<file path="config.mk">
export PLATFORM = sky130hd
export DESIGN_NAME = output_port_ctrl
export DESIGN_NICKNAME = d
export VERILOG_FILES = /design/src/rtl/output_port_ctrl_pkg.sv /design/src/rtl/opc_credit_cnt.sv /design/src/rtl/output_port_ctrl.sv
export SDC_FILE = /design/constraint.sdc
export NUM_CORES = 1
export LEC_CHECK = 0
export ABC_AREA = 1
export BUFFER_PORTS_ARGS = -buffer_cell sky130_fd_sc_hd__buf_2
export CAP_MARGIN = 20
export CORE_MARGIN = 10
export CORE_UTILIZATION = 40
export CTS_CLUSTER_DIAMETER = 80
export DETAILED_ROUTE_END_ITERATION = 8
export PLACE_DENSITY = 0.81
export SLEW_MARGIN = 20
export SYNTH_ARGS = -nofsm -noshare
export SYNTH_HDL_FRONTEND = slang
export SYNTH_SLANG_ARGS = --single-unit
</file>
<file path="constraint.sdc">
create_clock -name clk -period 5.95 [get_ports clk]
set_input_delay 0.8925 -clock clk [delete_from_list [all_inputs] [get_ports clk]]
set_output_delay 0.8925 -clock clk [all_outputs]
set_load 0.005 [all_outputs]
</file>
<file path="src/rtl/output_port_ctrl_pkg.sv">
// Shared definitions for the output port controller: flit ids, arbiter
// grant bit positions, controller state encodings and small decode helpers.
package output_port_ctrl_pkg;

  // Flit id encodings carried alongside every payload word
  localparam logic [2:0] HEADER = 3'b001;
  localparam logic [2:0] BODY   = 3'b010;
  localparam logic [2:0] TAIL   = 3'b100;
  localparam logic [2:0] HT     = 3'b101;  // single-flit packet: HEADER+TAIL

  // Arbiter grant bit positions; input ports sit one bit lower in in_valid
  localparam int GNT_L    = 5;
  localparam int GNT_N    = 4;
  localparam int GNT_E    = 3;
  localparam int GNT_W    = 2;
  localparam int GNT_S    = 1;
  localparam int GNT_IDLE = 0;

  localparam int NUM_IN = 5;
  localparam int ID_W   = 3;

  // One-hot controller states
  typedef enum logic [2:0] {
    IDLE      = 3'b001,
    XFER      = 3'b010,
    TAIL_DONE = 3'b100
  } opc_state_e;

  function automatic logic is_head(input logic [2:0] id);
    return (id == HEADER) || (id == HT);
  endfunction

  function automatic logic is_tail(input logic [2:0] id);
    return (id == TAIL) || (id == HT);
  endfunction

  // Index of the set bit in a one-hot input-port vector
  function automatic logic [2:0] onehot_to_idx(input logic [NUM_IN-1:0] g);
    logic [2:0] idx;
    idx = 3'd0;
    for (int i = 0; i < NUM_IN; i++) begin
      if (g[i]) idx = 3'(i);
    end
    return idx;
  endfunction

endpackage

</file>
<file path="src/rtl/opc_credit_cnt.sv">
// Saturating up/down credit counter for the downstream link. Starts full;
// a returned credit while already full is flagged on ovf and ignored.
module opc_credit_cnt
  import output_port_ctrl_pkg::*;
#(
  parameter int CREDITS = 4,
  parameter int CNT_W   = 3
) (
  input  logic             clk,
  input  logic             rst,
  input  logic             dec,
  input  logic             inc,
  output logic [CNT_W-1:0] count,
  output logic             ovf
);

  localparam logic [CNT_W-1:0] MAX_CNT = CNT_W'(CREDITS);

  // Overflow only when a credit returns with no send to absorb it
  assign ovf = inc && !dec && (count == MAX_CNT);

  // Credit count update; simultaneous send and return cancel out
  always_ff @(posedge clk or negedge rst) begin
    if (!rst) begin
      count <= MAX_CNT;
    end else if (dec && !inc) begin
      count <= count - CNT_W'(1);
    end else if (inc && !dec && (count != MAX_CNT)) begin
      count <= count + CNT_W'(1);
    end
  end

endmodule

</file>
<file path="src/rtl/output_port_ctrl.sv">
// Output port transfer controller: holds the arbiter's winner for a whole
// packet, forwards its flits under credit flow control and pops its buffer.
// Optional packet counter enabled by defining OPC_PKT_COUNT_EN.
module output_port_ctrl
  import output_port_ctrl_pkg::*;
#(
  parameter int DATA_W  = 32,
  parameter int CREDITS = 4,
  parameter int CNT_W   = 3
) (
  input  logic                     clk,
  input  logic                     rst,
  input  logic [5:0]               grant,
  input  logic [4:0]               in_valid,
  input  logic [14:0]              in_flit_id,
  input  logic [5*DATA_W-1:0]      in_data,
  output logic [4:0]               in_ready,
  output logic                     out_valid,
  output logic [2:0]               out_flit_id,
  output logic [DATA_W-1:0]        out_data,
  input  logic                     credit_in,
  output logic [CNT_W-1:0]         credits,
  output logic                     busy,
  output logic                     err_proto,
  output logic [15:0]              pkt_count
);

  opc_state_e        state;
  opc_state_e        state_next;
  logic [2:0]        sel;
  logic              first_flit;
  logic              send;
  logic              credit_ovf;
  logic              grant_single;
  logic              grant_multi;
  logic              grant_drop;
  logic              err_set;
  logic [NUM_IN-1:0] grant_in;
  logic [ID_W-1:0]   cur_id;
  logic [DATA_W-1:0] cur_data;
  logic [ID_W-1:0]   flit_id_arr [NUM_IN];
  logic [DATA_W-1:0] data_arr    [NUM_IN];
  // The arbiter's IDLE bit adds nothing: no-grant is decoded from [5:1]
  logic              unused_grant_idle;

  assign unused_grant_idle = grant[GNT_IDLE];
  assign grant_in          = grant[GNT_L:GNT_S];
  assign grant_multi       = (grant_in & (grant_in - 5'd1)) != 5'd0;
  assign grant_single      = (grant_in != 5'd0) && !grant_multi;

  // Split the flattened input buses into per-port lanes for the 5:1 mux
  for (genvar gi = 0; gi < NUM_IN; gi++) begin : g_lane
    assign flit_id_arr[gi] = in_flit_id[gi*ID_W +: ID_W];
    assign data_arr[gi]    = in_data[gi*DATA_W +: DATA_W];
  end

  assign cur_id   = flit_id_arr[sel];
  assign cur_data = data_arr[sel];

  assign send = (state == XFER) && in_valid[sel] && (credits != '0);
  assign busy = (state == XFER) || (state == TAIL_DONE);

  // Losing the grant mid-packet is a protocol error, except on the tail flit
  assign grant_drop = (state == XFER) && !grant_in[sel] && !(send && is_tail(cur_id));

  assign err_set = ((state == IDLE) && grant_multi)
                || (send && first_flit && !is_head(cur_id))
                || grant_drop
                || credit_ovf;

  opc_credit_cnt #(
    .CREDITS (CREDITS),
    .CNT_W   (CNT_W)
  ) u_credit_cnt (
    .clk   (clk),
    .rst   (rst),
    .dec   (send),
    .inc   (credit_in),
    .count (credits),
    .ovf   (credit_ovf)
  );

  // FSM state register
  always_ff @(posedge clk or negedge rst) begin
    if (!rst) state <= IDLE;
    else      state <= state_next;
  end

  // Next-state decode and pop strobe to the selected input buffer
  always_comb begin
    state_next = state;
    in_ready   = '0;
    for (int i = 0; i < NUM_IN; i++) begin
      in_ready[i] = send && (sel == 3'(i));
    end
    unique case (state)
      IDLE:      if (grant_single) state_next = XFER;
      XFER:      if (send && is_tail(cur_id)) state_next = TAIL_DONE;
      TAIL_DONE: state_next = IDLE;
      default:   state_next = IDLE;
    endcase
  end

  // Winner latch, output register (1-cycle pop-to-output) and sticky error
  always_ff @(posedge clk or negedge rst) begin
    if (!rst) begin
      sel         <= 3'd0;
      first_flit  <= 1'b0;
      out_valid   <= 1'b0;
      out_flit_id <= '0;
      out_data    <= '0;
      err_proto   <= 1'b0;
    end else begin
      if ((state == IDLE) && grant_single) begin
        sel        <= onehot_to_idx(grant_in);
        first_flit <= 1'b1;
      end else if (send) begin
        first_flit <= 1'b0;
      end
      out_valid <= send;
      if (send) begin
        out_flit_id <= cur_id;
        out_data    <= cur_data;
      end
      if (err_set) err_proto <= 1'b1;
    end
  end

`ifdef OPC_PKT_COUNT_EN
  logic [15:0] pkt_counter;

  // Completed-packet counter, wraps naturally at 16 bits
  always_ff @(posedge clk or negedge rst) begin
    if (!rst)                    pkt_counter <= 16'h0000;
    else if (state == TAIL_DONE) pkt_counter <= pkt_counter + 16'h0001;
  end

  assign pkt_count = pkt_counter;
`else
  assign pkt_count = 16'h0000;
`endif

endmodule

</file>
==> summary.txt, run 1 <==
Outcome
  – Status: complete, no violations

Yosys
  – Cells after Synth: 513
  – Cell Area, Synth: 3330 um^2
  – Mux contribution to synthesized area: 0%
  – Combinational family with the most area after synthesis: simple AND/OR/NAND/NOR gates
  – Area fraction in compound gates after synthesis: 9.58%
  – Syn Area/Cell: 6.50 um^2
  – FF+latch count, synth: 47
  – Post-Synth Simple-Gate Area: 43.4%
  – Yosys warns: 0
  – Seq/Total Area, Yosys: 35.4%
  – Yosys cell types: 31
  – Post-Synth Adder-Cell Area: 0.601%
  – Async set-reset flop share out of synthesis: 100%
  – Post-synthesis xor/xnor area fraction: 0.263%
  – Post-synth EDFFs: 0
  – Predominant post-synthesis flop cell: dfrtp_1

Clocking
  – Clk sinks: 47
  – Post_cts resized: 0
  – Insertion delay to the later sink of the worst-skew pair: 0.29 ns
  – Clk buf depth: 2
  – TritonCTS clock tree: done
  – Hold bufs inserted after CTS: 0
  – H-tree depth: 2
  – Root Buffer: clkbuf_8
  – Worst-path clk slew: 0.09 ns
  – Num CTS Buffers: 5
  – Postcts setup bufs: 0

GRT
  – Vias in the first global route: 4390
  – First-pass GRT wire length: 21300 um
  – Total grt overflow: 0
  – Total Routing Usage GR: 20.3%
  – Pin count of the biggest net entering global routing: 71
  – Initial antenna violation count: 0

Worst setup path
  – Element type at the critical path end: output pin
  – Worst R2R End: state[1]
  – Critical R2R Launch: sel[0]
  – CP Data Arrival Time: 2.69 ns
  – Crit-path cells: nor2_8 > inv_2 > nor2_8 > nand2_1 > nand2_2 > nand2_2 > nor3_1 > buf_2
  – R2R setup slack: 2.84 ns
  – Crit path largest cell delay: 0.51 ns
  – Worst setup SP type: flip-flop
  – Worst reg2reg path depth: 10
  – Crit-path slowest cell: dfrtp_1
  – Worst setup path class: reg2out
  – CP Data Required Time: 5.06 ns
  – Worst-path maximum fanout: 37

Floorplan
  – Initial core utilization: 40.8%
  – Die ar.: 12400 um^2
  – FP Rows: 33
  – I/O pins: 251
  – Die width: 111 um
  – Area of the core: 8180 um^2
  – Die Y: 111 um

Detailed routing
  – TritonRoute pass-1 iters: 4
  – Vias per cell: 5.04
  – Antenna viol nets, final: 0
  – Drt drc: 0
  – Routed vias: 4197
  – Drt total wl: 13400 um
  – Avg WL per Cell: 16.1 um
  – Iter 0 DRT Violations: 272

STA
  – Finish-stage setup viols: 0
  – Max Slew Vio Count: 0
  – Setup TNS: 0 ns
  – Tcrit/Tclk final: 60.2%
  – Clock skew: 0.00648 ns
  – RSZ-0062 raised after global routing: no
  – FMAX: 279 MHz
  – Rel. slew slack: 45.9%
  – Fin crit period: 3.58 ns
  – Final hold viol count: 0
  – Measured slew at the worst slew-check pin: 0.810 ns
  – Final Hold Slack: 0.485 ns

Placed design
  – Post-DP HPWL: 10800 um
  – Routability congestion estimate from global placement: 0.955
  – # port buffers: 233

Worst hold path
  – Hold Path Stages: 2
  – Hold path startpoint: out_flit_id[2]
  – Worst Hold Path EP: out_flit_id[2]
  – Worst Hold Class: reg2reg

Final layout
  – N_diodes: 0
  – Nets: 917
  – Fillers: 808
  – Area Overhead vs Synth: 36.0%
  – Area occupied by multi-input gates: 1850 um^2
  – Storage cell area: 1180 um^2
  – Share of layout cells above drive strength 1: 35.2%

Power
  – P_leak: 2.46 nW
  – Cell Pwr Density: 418 nW/um^2
  – Peak supply drop: 0.172 mV

Job
  – Maxcap violations: 0
-- power by group --
group | switching, W | total, W | leakage [nW] | internal [W]
Sequential | 0.0000951 | 0.000557 | 0.580 | 0.000461
Clock | 0.000108 | 0.000190 | 0.0402 | 0.0000819
Combinational | 0.000734 | 0.00115 | 1.84 | 0.000415
-- layer usage --
metal / vias to the layer above / track usage (%) / share of wire, %
met2: 205 / 35.9 / 50
met4: 0 / 5.40 / 1.1
met5: - / 0 / 0
met1: 1914 / 22.3 / 39
met3: 12 / 7.41 / 9.6
li1: 2066 / - / -
-- worst max path at each step --
stage | from | depth (start not counted) | to | slack [ns]
4_1_cts | sel[1] | 8 | in_ready[0] | 2.31
3_5_place_dp | sel[1] | 8 | in_ready[0] | 2.67
2_1_floorplan | in_valid[3] | 9 | in_ready[0] | 3.42
6_report | sel[0] | 8 | in_ready[0] | 2.37
3_3_place_gp | sel[1] | 8 | in_ready[0] | 2.75
5_1_grt | sel[0] | 8 | in_ready[0] | 2.15
-- flip-flops by register name, summed over array words and instances (netlist names) --
signal              cells
out_valid               1
out_flit_id             3
state                   3
first_flit              1
sel                     3
out_data               32
err_proto               1
u_credit_cnt.count      3
-- synthesized netlist by cell type (2+ instances only) --
master	instances	area, um^2
dfstp_2	2	52.6
nor2_1	44	165
inv_1	18	67.6
a31oi_1	34	213
a22oi_1	2	15.0
nor3_1	5	25.0
nor2_8	2	40.0
o22ai_1	2	12.5
nand2_2	2	12.5
clkbuf_1	13	48.8
nand2_1	249	935
nor2_2	2	12.5
a21oi_1	3	15.0
buf_4	21	158
buf_2	9	45.0
nand3_1	5	25.0
o21ai_0	5	25.0
nand4_1	37	231
dfrtp_1	45	1130
buf_6	2	22.5
-- cell type report --
| cell class | count | area share [%] |
|---|---|---|
| Clock buffer | 5 | 1.52 |
| Clock inverter | 3 | 0.442 |
| Inverter | 21 | 1.80 |
| Multi-Input combinational cell | 415 | 40.9 |
| Sequential cell | 47 | 26.0 |
| Tap cell | 105 | 2.90 |
| Timing Repair Buffer | 237 | 26.4 |
-- logic make-up after synthesis --
kind of cell / Yosys count
DFF: 47
buffers and inverters: 66
adders and majority gates: 1
AOI/OAI and AO/OA: 51
xor gates and xnor gates: 1
and+or+nand+nor: 346
other: 1
-- through the flow --
| stage | setup slack, ns | instances | power [W] | cell area (um^2) | util, % |
|---|---|---|---|---|---|
| final | 2.37 | 833 | 0.00190 | 4530 | 55.4 |
| after global routing | 2.15 | 833 | 0.00208 | 4530 | 55.4 |
| after CTS | 2.31 | 833 | 0.00191 | 4530 | 55.4 |
| after detailed placement | 2.67 | 825 | 0.00172 | 4440 | 54.3 |
| after global placement | 2.75 | 825 | 0.00167 | 4440 | 54.3 |
| after floorplan | 3.42 | 528 | 0.00131 | 3390 | - |
-- layout by cell type (no fill, tap or decap) --
| cell type | Yosys | layout |
|---|---|---|
| nand4_1 | 37 | 37 |
| clkbuf_8 | 0 | 5 |
| a21oi_1 | 3 | 3 |
| o2111ai_1 | 1 | 1 |
| nand2_2 | 2 | 2 |
| conb_1 | 1 | 16 |
| nor2_8 | 2 | 2 |
| inv_1 | 18 | 18 |
| nor2_2 | 2 | 2 |
| dfrtp_1 | 45 | 45 |
| inv_2 | 1 | 2 |
| a211oi_1 | 1 | 1 |
| buf_2 | 9 | 233 |
| nand2_1 | 249 | 249 |
| a21boi_0 | 1 | 1 |
| nor3_1 | 5 | 5 |
| a31oi_1 | 34 | 34 |
| o21a_1 | 1 | 1 |
| o21ai_0 | 5 | 5 |
| nand3_1 | 5 | 5 |
| clkinvlp_4 | 0 | 2 |
| buf_4 | 21 | 4 |
| clkinv_2 | 0 | 1 |
| xor2_1 | 1 | 1 |
| nor2_1 | 44 | 44 |
| dfstp_2 | 2 | 2 |
| fa_1 | 1 | 1 |
| inv_4 | 1 | 1 |
| a22oi_1 | 2 | 2 |
| o22ai_1 | 2 | 2 |
| o21bai_1 | 1 | 1 |
-- critical path: cells and delay by family (launching register included) --
kind | cells | cell delay, ns
buffers and inverters | 2 | 0.29
DFF | 1 | 0.51
and+or+nand+nor | 6 | 1.56
Power figures use the tool's default switching activity.
==> run 2: changes to the inputs <==
Settings changed: CORE_UTILIZATION 40 to 37, PLACE_DENSITY 0.81 to 0.79.
Clock period 5.95 ns to 3 ns, I/O delays scaled along.
==> summary.txt, run 2 (synthesis results as in run 1) <==
Worst setup path
  – Crit-path slowest cell: dfrtp_1
  – Critical R2R Launch: sel[0]
  – Element type at the critical path end: output pin
  – Most frequent CP cell: nand2_1
  – CP Data Required Time: 2.55 ns
  – Worst reg2reg path depth: 12
  – Crit-path cells: inv_1 > nand2_1 > nand2_1 > nand2_1 > nand2_1 > nand2_1 > nand2_2 > nand2_2 > nor3_1 > buf_2
  – Worst-path maximum fanout: 13
  – Worst R2R End: out_data[21]
  – Worst setup SP type: flip-flop
  – CP Data Arrival Time: 1.98 ns
  – Crit path largest cell delay: 0.51 ns
  – Worst setup path class: reg2out
  – R2R setup slack: 0.78 ns

STA
  – Final hold viol count: 0
  – Tcrit/Tclk final: 81.0%
  – Final Hold Slack: 0.152 ns
  – Clock skew: 0.00550 ns
  – Max Slew Vio Count: 0
  – Setup TNS: 0 ns
  – RSZ-0062 raised after global routing: no
  – Rel. slew slack: 59.8%
  – Finish-stage setup viols: 0
  – FMAX: 411 MHz
  – Measured slew at the worst slew-check pin: 0.603 ns
  – Fin crit period: 2.43 ns

Final layout
  – Fin util: 52.5%
  – Final std cells w/o fill: 841
  – Reg with most FFs: out_data
  – Share of layout cells above drive strength 1: 35.5%
  – Fillers: 890
  – N_diodes: 0
  – Commonest non-fill, non-tap cell in the layout: nand2_1
  – Area Overhead vs Synth: 38.0%
  – Max reg flops: 32
  – Final Cell Area: 4600 um^2
  – Nets: 922
  – Commonest cells after routing, fill and taps aside: nand2_1 (249), buf_2 (232), dfrtp_1 (45)

Detailed routing
  – Vias per cell: 5.04
  – Antenna viol nets, final: 0
  – TritonRoute pass-1 iters: 5
  – Avg WL per Cell: 16.3 um
  – Drt drc: 0
  – Iter 0 DRT Violations: 347
  – Routed vias: 4239
  – Drt total wl: 13700 um

Clocking
  – Clk buf depth: 2
  – Worst-path clk slew: 0.09 ns
  – Root Buffer: clkbuf_8
  – Hold bufs inserted after CTS: 0
  – TritonCTS clock tree: done
  – Insertion delay to the later sink of the worst-skew pair: 0.30 ns
  – Clk sinks: 47
  – Num CTS Buffers: 5
  – Postcts setup bufs: 0
  – Post_cts resized: 0
  – H-tree depth: 2

Power
  – Cell Pwr Density: 844 nW/um^2
  – Peak supply drop: 0.281 mV
  – P_leak: 2.50 nW

Floorplan
  – Die Y: 115 um
  – FP Rows: 34
  – Die width: 115 um
  – I/O pins: 251
  – Area of the core: 8760 um^2
  – Initial core utilization: 38.0%
  – Die ar.: 13200 um^2

Outcome
  – Status: complete, no violations

GRT
  – Vias in the first global route: 4368
  – Total grt overflow: 0
  – Initial antenna violation count: 0
  – First-pass GRT wire length: 20900 um
  – Pin count of the biggest net entering global routing: 48
  – Total Routing Usage GR: 19.2%

Placed design
  – Placed cells: 833
  – Post-DP HPWL: 11100 um
  – Placed instance area: 4480 um^2
  – # port buffers: 233
  – Routability congestion estimate from global placement: 0.903

Worst hold path
  – Worst Hold Class: in2async

Job
  – Maxcap violations: 0
## run 2: cell types whose count changed in the layout (fill, tap and decap cells not counted), sizes merged
cell,before,now
clkinvlp,2,0
clkinv,1,3
buf,237,242
inv,21,20
bufinv,0,1
## run 2: layout make-up
type	count	area [um^2]	share of cell area, %
clock buffer	5	68.8	1.50
timing repair buffer	242	1240	26.9
multi-input combinational	415	1850	40.3
inverter	21	81.3	1.77
sequential	47	1180	25.6
tap	108	135	2.94
clock inverter	3	43.8	0.952
## run 2: critical path: cells and delay by family (launching register included)
family	cells	cell delay, ns
buffers and inverters	2	0.37
AND/OR/NAND/NOR	8	0.82
flip-flops	1	0.51
## run 2: how the worst max path moves through the flow
stage	endpoint	cells after the start	start	slack, ns
finish	in_ready[2]	10	sel[0]	0.57
global route	in_ready[0]	10	sel[0]	0.36
CTS	in_ready[2]	10	sel[0]	0.55
detailed placement	out_data[21]	12	sel[0]	0.77
global placement	out_data[1]	12	sel[0]	0.83
floorplan	u_credit_cnt.count[2]	13	sel[1]	1.12
## run 2: layer usage
layer / part of all wire, % / GRT usage (%) / vias to the layer above
li1: - / - / 2078
met1: 38 / 21.9 / 1904
met2: 48 / 32.3 / 235
met3: 12 / 7.40 / 22
met4: 2.0 / 6.11 / 0
met5: 0 / 0 / -
## run 2: per-stage QoR
| step | total power, W | setup slack [ns] |
|---|---|---|
| after global placement | 0.00335 | 0.830 |
| final | 0.00388 | 0.570 |
| after CTS | 0.00390 | 0.545 |
| after detailed placement | 0.00342 | 0.768 |
| after floorplan | 0.00260 | 1.12 |
| after global routing | 0.00426 | 0.363 |
## run 2: power breakdown
group | leakage (nW) | switching, W | internal, W | total [W]
Combinational | 1.86 | 0.00147 | 0.000853 | 0.00232
Clock | 0.0581 | 0.000216 | 0.000248 | 0.000465
Sequential | 0.580 | 0.000184 | 0.000915 | 0.00110
